==> config.mk <==
export PLATFORM = sky130hd
export DESIGN_NAME = bkm_control_step_stim
export DESIGN_NICKNAME = d
export VERILOG_FILES = /design/src/rtl/bkm_tb_pkg.sv /design/src/rtl/bkm_lfsr64.sv /design/src/rtl/bkm_control_step_stim.sv
export SDC_FILE = /design/constraint.sdc
export NUM_CORES = 1
export LEC_CHECK = 0
export CORE_MARGIN = 4
export CORE_UTILIZATION = 32
export CTS_BUF_LIST = sky130_fd_sc_hd__clkbuf_8 sky130_fd_sc_hd__clkbuf_16
export DETAILED_ROUTE_END_ITERATION = 16
export HOLD_SLACK_MARGIN = 0.03
export PLACE_DENSITY = 0.49
export SLEW_MARGIN = 20
export SYNTH_ARGS = -nofsm -noshare
export SYNTH_HDL_FRONTEND = slang
export SYNTH_SLANG_ARGS = --single-unit
==> constraint.sdc <==
create_clock -name clk -period 2.9 [get_ports clk]
set_input_delay 0.58 -clock clk [delete_from_list [all_inputs] [get_ports clk]]
set_output_delay 0.58 -clock clk [all_outputs]
set_load 0.02 [all_outputs]
==> src/rtl/bkm_tb_pkg.sv <==
// Shared encodings for the BKM control-step stimulus generator: digit codes,
// FSM states, LFSR feedback mask and default seeds.
package bkm_tb_pkg;

  typedef enum logic [1:0] {
    ST_IDLE  = 2'd0,
    ST_RUN   = 2'd1,
    ST_DRAIN = 2'd2,
    ST_DONE  = 2'd3
  } state_t;

  // Signed-digit codes; 2'b10 is never driven.
  localparam logic [1:0] D_ZERO = 2'b00;
  localparam logic [1:0] D_POS  = 2'b01;
  localparam logic [1:0] D_NEG  = 2'b11;

  // Right-shifting Galois mask for x^64 + x^63 + x^61 + x^60 + 1.
  localparam logic [63:0] LFSR_POLY      = 64'hD800_0000_0000_0000;
  localparam logic [63:0] DEFAULT_SEED_U = 64'h0123_4567_89AB_CDEF;
  localparam logic [63:0] DEFAULT_SEED_V = 64'hFEDC_BA98_7654_3210;

  function automatic logic [1:0] map_digit(input logic [1:0] raw);
    return (raw == 2'b10) ? D_ZERO : raw;
  endfunction

endpackage

==> src/rtl/bkm_lfsr64.sv <==
// 64-bit right-shifting Galois LFSR; exposes the value it will take on the
// next advance so the parent can register it in the same cycle.
module bkm_lfsr64
  import bkm_tb_pkg::*;
#(
  parameter logic [63:0] SEED = DEFAULT_SEED_U
) (
  input  logic        clk,
  input  logic        arst,
  input  logic        load,
  input  logic        advance,
  output logic [63:0] state_nxt
);

  logic [63:0] state_q;

  always_comb begin
    state_nxt = {1'b0, state_q[63:1]} ^ (state_q[0] ? LFSR_POLY : 64'h0);
  end

  // NOTE: sequential state uses <= so every flop samples pre-edge values.
  always_ff @(posedge clk or negedge arst) begin
    if (!arst) begin
      state_q <= SEED;
    end else if (load) begin
      state_q <= SEED;
    end else if (advance) begin
      state_q <= state_nxt;
    end
  end

endmodule

==> src/rtl/bkm_control_step_stim.sv <==
// Stimulus generator for bkm_control_step: issues NUM_VEC step vectors per run
// and a LATENCY-aligned chk_enable for the checker.
module bkm_control_step_stim
  import bkm_tb_pkg::*;
#(
  parameter int unsigned W       = 64,
  parameter int unsigned LOG2N   = 6,
  parameter int unsigned LATENCY = 1,
  parameter int unsigned NUM_VEC = 1024,
  parameter logic [63:0] SEED_U  = DEFAULT_SEED_U,
  parameter logic [63:0] SEED_V  = DEFAULT_SEED_V
) (
  input  logic             clk,
  input  logic             arst,
  input  logic             srst,
  input  logic             enable,
  input  logic             start,
  input  logic             cfg_mode,
  input  logic [1:0]       cfg_format,
  output logic             tb_mode,
  output logic [1:0]       tb_format,
  output logic [LOG2N-1:0] tb_n,
  output logic [1:0]       tb_d_u_n,
  output logic [1:0]       tb_d_v_n,
  output logic [W-1:0]     tb_u_n,
  output logic [W-1:0]     tb_v_n,
  output logic             vec_vld,
  output logic             chk_enable,
  output logic             busy,
  output logic             done,
  output logic [15:0]      vec_cnt
);

  localparam logic [3:0] DRAIN_LAST = (LATENCY == 0) ? 4'd0 : 4'(LATENCY - 1);

  typedef struct packed {
    logic             mode;
    logic [1:0]       format;
    logic [LOG2N-1:0] n;
    logic [1:0]       d_u;
    logic [1:0]       d_v;
    logic [W-1:0]     u;
    logic [W-1:0]     v;
  } vec_t;

  state_t      state, state_nxt;
  vec_t        vec_q;
  logic [3:0]  drain_cnt;
  logic [63:0] lfsr_u_nxt, lfsr_v_nxt;
  logic        run_done, start_run, issue;

  assign run_done  = (vec_cnt == 16'(NUM_VEC));
  assign start_run = (state == ST_IDLE) && start;
  assign issue     = start_run || ((state == ST_RUN) && !run_done);

  bkm_lfsr64 #(.SEED(SEED_U)) u_lfsr_u (
    .clk       (clk),
    .arst      (arst),
    .load      (srst),
    .advance   (enable && issue),
    .state_nxt (lfsr_u_nxt)
  );

  bkm_lfsr64 #(.SEED(SEED_V)) u_lfsr_v (
    .clk       (clk),
    .arst      (arst),
    .load      (srst),
    .advance   (enable && issue),
    .state_nxt (lfsr_v_nxt)
  );

  always_ff @(posedge clk or negedge arst) begin
    if (!arst) begin
      state <= ST_IDLE;
    end else if (srst) begin
      state <= ST_IDLE;
    end else if (enable) begin
      state <= state_nxt;
    end
  end

  // NOTE: default assignment first, so no path through the case infers a latch.
  always_comb begin
    state_nxt = state;
    unique case (state)
      ST_IDLE:  if (start) state_nxt = ST_RUN;
      ST_RUN:   if (run_done) state_nxt = (LATENCY == 0) ? ST_DONE : ST_DRAIN;
      ST_DRAIN: if (drain_cnt == DRAIN_LAST) state_nxt = ST_DONE;
      ST_DONE:  state_nxt = ST_IDLE;
      default:  state_nxt = ST_IDLE;
    endcase
  end

  always_comb begin
    busy = (state == ST_RUN) || (state == ST_DRAIN);
    done = (state == ST_DONE);
  end

  // Vector k is loaded on the edge that issues it, so tb_* are flop outputs.
  always_ff @(posedge clk or negedge arst) begin
    if (!arst) begin
      vec_q     <= '0;
      vec_vld   <= 1'b0;
      vec_cnt   <= '0;
      drain_cnt <= '0;
    end else if (srst) begin
      vec_q     <= '0;
      vec_vld   <= 1'b0;
      vec_cnt   <= '0;
      drain_cnt <= '0;
    end else if (enable) begin
      vec_vld <= issue;
      if (state == ST_DRAIN) drain_cnt <= drain_cnt + 4'd1;
      else                   drain_cnt <= '0;
      if (start_run) begin
        vec_q.mode   <= cfg_mode;
        vec_q.format <= cfg_format;
        vec_q.n      <= '0;
        vec_cnt      <= 16'd1;
      end else if (issue) begin
        vec_q.n <= vec_q.n + LOG2N'(1);
        vec_cnt <= vec_cnt + 16'd1;
      end
      if (issue) begin
        vec_q.u   <= lfsr_u_nxt[W-1:0];
        vec_q.v   <= lfsr_v_nxt[W-1:0];
        vec_q.d_u <= map_digit(lfsr_u_nxt[63:62]);
        vec_q.d_v <= map_digit(lfsr_u_nxt[61:60]);
      end
    end
  end

  assign tb_mode   = vec_q.mode;
  assign tb_format = vec_q.format;
  assign tb_n      = vec_q.n;
  assign tb_d_u_n  = vec_q.d_u;
  assign tb_d_v_n  = vec_q.d_v;
  assign tb_u_n    = vec_q.u;
  assign tb_v_n    = vec_q.v;

  generate
    if (LATENCY == 0) begin : g_no_delay
      assign chk_enable = vec_vld;
    end else begin : g_delay
      logic [LATENCY-1:0] vld_pipe;
      // NOTE: the delay line is reset like any flop; a stale 1 would fire the checker.
      always_ff @(posedge clk or negedge arst) begin
        if (!arst) begin
          vld_pipe <= '0;
        end else if (srst) begin
          vld_pipe <= '0;
        end else if (enable) begin
          vld_pipe <= (vld_pipe << 1) | LATENCY'(vec_vld);
        end
      end
      assign chk_enable = vld_pipe[LATENCY-1];
    end
  endgenerate

endmodule

==> impl_metrics.yaml <==
finish:
  area_growth_pct: 30.6
  final_net_count: 973
  layout_commonest_cell: "dfrtp_1"
  num_antenna_cells: 0
  final_cell_mix: "228 x dfrtp_1, 187 x a22o_1, 167 x clkdlybuf4s50_1, 64 x dfstp_2, 61 x o22a_1"
  drive_gt1_share_pct: 15.6
  fillers: 3131
  fin_cells: 1430
grt:
  gr-total-overflow: 0
  track_usage_pct: 14.1
  grt_pass1_wl_um: 44200
  grt_max_degree: 140
  antenna_found_initial: 0
  grt_pass1_vias: 7583
power_and_ir_drop:
  ir_worst_vdd_mv: 0.298
  powerDensity_nw_per_um2: 706
  leakagePower_nw: 6.28
critical_path:
  worst-path-max-fanout: 139
  cp_data_arrival_time_ns: 3.13
  max_stage_delay_ns: 0.49
  path_class: "flip-flop to flip-flop"
  path_buf_inv: 2
  worstPathCellList: "inv_1, ha_1, or3b_2, o41a_1, o21a_4, buf_12, a22o_1"
  critPathRequiredTime_ns: 3.30
  endpoint_kind: "flip-flop"
  cp-start-kind: "flip-flop"
  path_delay_family: "compound AO/OA/AOI/OAI gates"
  cp_slowest_cell: "or3b_2"
clocking:
  cts_max_path_buffers: 3
  cts_tree: "yes"
  cts_resized: 0
  clk_latency_ns: 0.51
  htree_levels: 2
  ctsHoldBuffers: 0
  path_clk_slew_ns: 0.06
  postCtsSetupBuffers: 0
  cts_buffers: 35
  clkSinkCount: 292
  cts-root-buf: "clkbuf_16"
yosys:
  yosysTopAreaCell: "dfrtp_1"
  avgSynthCellArea_um2: 14.0
  ys_ff_latch: 292
  yosys-top-cells-area: "dfrtp_1 51%, dfstp_2 15%, a22o_1 15%"
  synth_top_cell_area_share_pct: 51.4
  synth_cells: 794
  ys_types: 47
  syn_nets: 812
  synth_flop_cell: "dfrtp_1"
  syn_area_um2: 11100
  synth-edff-count: 0
  synth-seq-area-share_pct: 66.6
  async_flop_share_pct: 100
  yosys_warnings: 0
routing:
  dr.pass1.iters: 4
  vias_per_cell: 5.14
  vias: 7354
  postRouteWirelength_um: 27000
  post-route-drc-count: 0
  wl_per_cell_um: 18.9
  ant_nets: 0
  drtIter0Drc: 332
min_path:
  hp-class: "input pin to async pin"
sta:
  period_minus_slack_ns: 2.73
  timing.slew.headroom_pct: 51.2
  finClkSkew_ns: 0.0235
  maxSlewViolCount: 0
  max_freq_mhz: 367
  rsz0062_at_grt: "false"
  setup_tns_ns: 0
  holdWs_ns: 0.0268
  tightest_slew_ns: 0.732
  period_share_pct: 94.1
  hold_viol: 0
  final-setup-viol-count: 0
floorplan:
  fp-row-count: 67
  dieArea_um2: 37700
  ios: 169
  core_um2: 33900
  die_width_um: 194
  die_y_um: 194
  start_util_pct: 32.8
placement:
  gp_congestion: 0.742
  portBuffers: 168
  dp.cells: 1366
  dp_hpwl_um: 16300
outcome:
  status: "complete, no violations"
run:
  drv_cap: 0
cells in the mapped netlist, types with 6 or more instances:
library cell / number
a21oi_1: 6
a22o_1: 187
a31oi_1: 17
buf_2: 37
clkbuf_1: 29
dfrtp_1: 228
dfstp_2: 64
ha_1: 10
inv_1: 11
mux2i_1: 8
nand2_1: 15
nand2b_1: 8
nand3_1: 10
nor2_1: 16
o21ai_0: 13
o22a_1: 61
logic make-up (layout without fill, tap and decap cells):
kind of cell,Yosys count,count (layout),share of synthesized area [%]
AO/OA/AOI/OAI,323,323,24.3
XOR/XNOR,5,5,0.395
adder cells (fa/ha/maj),10,10,1.13
buffers and inverters,80,268,3.16
flip-flops,292,292,66.6
multiplexers,10,10,0.925
AND/OR/NAND/NOR,74,74,3.56
flip-flops by register name, indices dropped and copies added, names as in the netlist:
| name | count |
|---|---|
| u_lfsr_v.state_q | 64 |
| state | 2 |
| tb_n | 6 |
| u_lfsr_u.state_q | 64 |
| tb_d_v_n | 2 |
| drain_cnt | 4 |
| tb_mode | 1 |
| tb_d_u_n | 2 |
| tb_u_n | 63 |
| chk_enable | 1 |
| vec_cnt | 16 |
| vec_vld | 1 |
| tb_v_n | 64 |
| tb_format | 2 |
cell type report:
class,count,area [um2],share of cell area (%)
Clock inverter,20,105,0.725
Timing Repair Buffer,193,1990,13.7
Multi-Input combinational cell,422,3400,23.4
Tap cell,448,561,3.87
Sequential cell,292,7390,51.0
Inverter,11,41.3,0.285
Clock buffer,44,1010,6.98
metrics by stage:
stage          power [mW]  instance area, um2  worst slack (ns)  util (%)
6_report             10.2               14500             0.172      42.8
5_1_grt              10.7               14500             0.117      42.8
4_1_cts              10.4               14500             0.274      42.8
3_5_place_dp         6.17               13400             0.278      39.5
3_3_place_gp         6.16               13400             0.277      39.5
2_1_floorplan        5.47               11100             0.437         -
metal layers:
layer / vias up / global-route usage (%) / wire length [um] / share of wire (%)
li1: 3394 / - / - / -
met2: 163 / 20.4 / 11600 / 43
met5: - / 0 / 0 / 0
met3: 42 / 4.12 / 1530 / 5.7
met4: 0 / 3.05 / 484 / 1.8
met1: 3755 / 21.0 / 13300 / 49
report_power, final:
group	internal, mW	total, mW	switching (mW)
clock	2.47	4.15	1.68
sequential	4.45	4.69	0.239
combinational	0.612	1.38	0.768
final timing paths:
check,slack (ns),endpoint,start,depth (start not counted)
setup / recovery,0.17,tb_v_n[7]$_DFFE_PN0P_,vec_cnt[0]$_DFFE_PN0P_,7
hold / removal,0.03,tb_u_n[41]$_DFFE_PN0P_,arst,1
setup reg to reg,0.17,tb_v_n[7]$_DFFE_PN0P_,vec_cnt[0]$_DFFE_PN0P_,7
hold reg to reg,0.49,tb_v_n[60]$_DFFE_PN0P_,tb_v_n[60]$_DFFE_PN0P_,1
max in group asynchronous,2.00,u_lfsr_v.state_q[62]$_DFFE_PN1P_,arst,2
min in group clk,0.49,tb_v_n[60]$_DFFE_PN0P_,tb_v_n[60]$_DFFE_PN0P_,1
(Power assumes the default switching activity.)
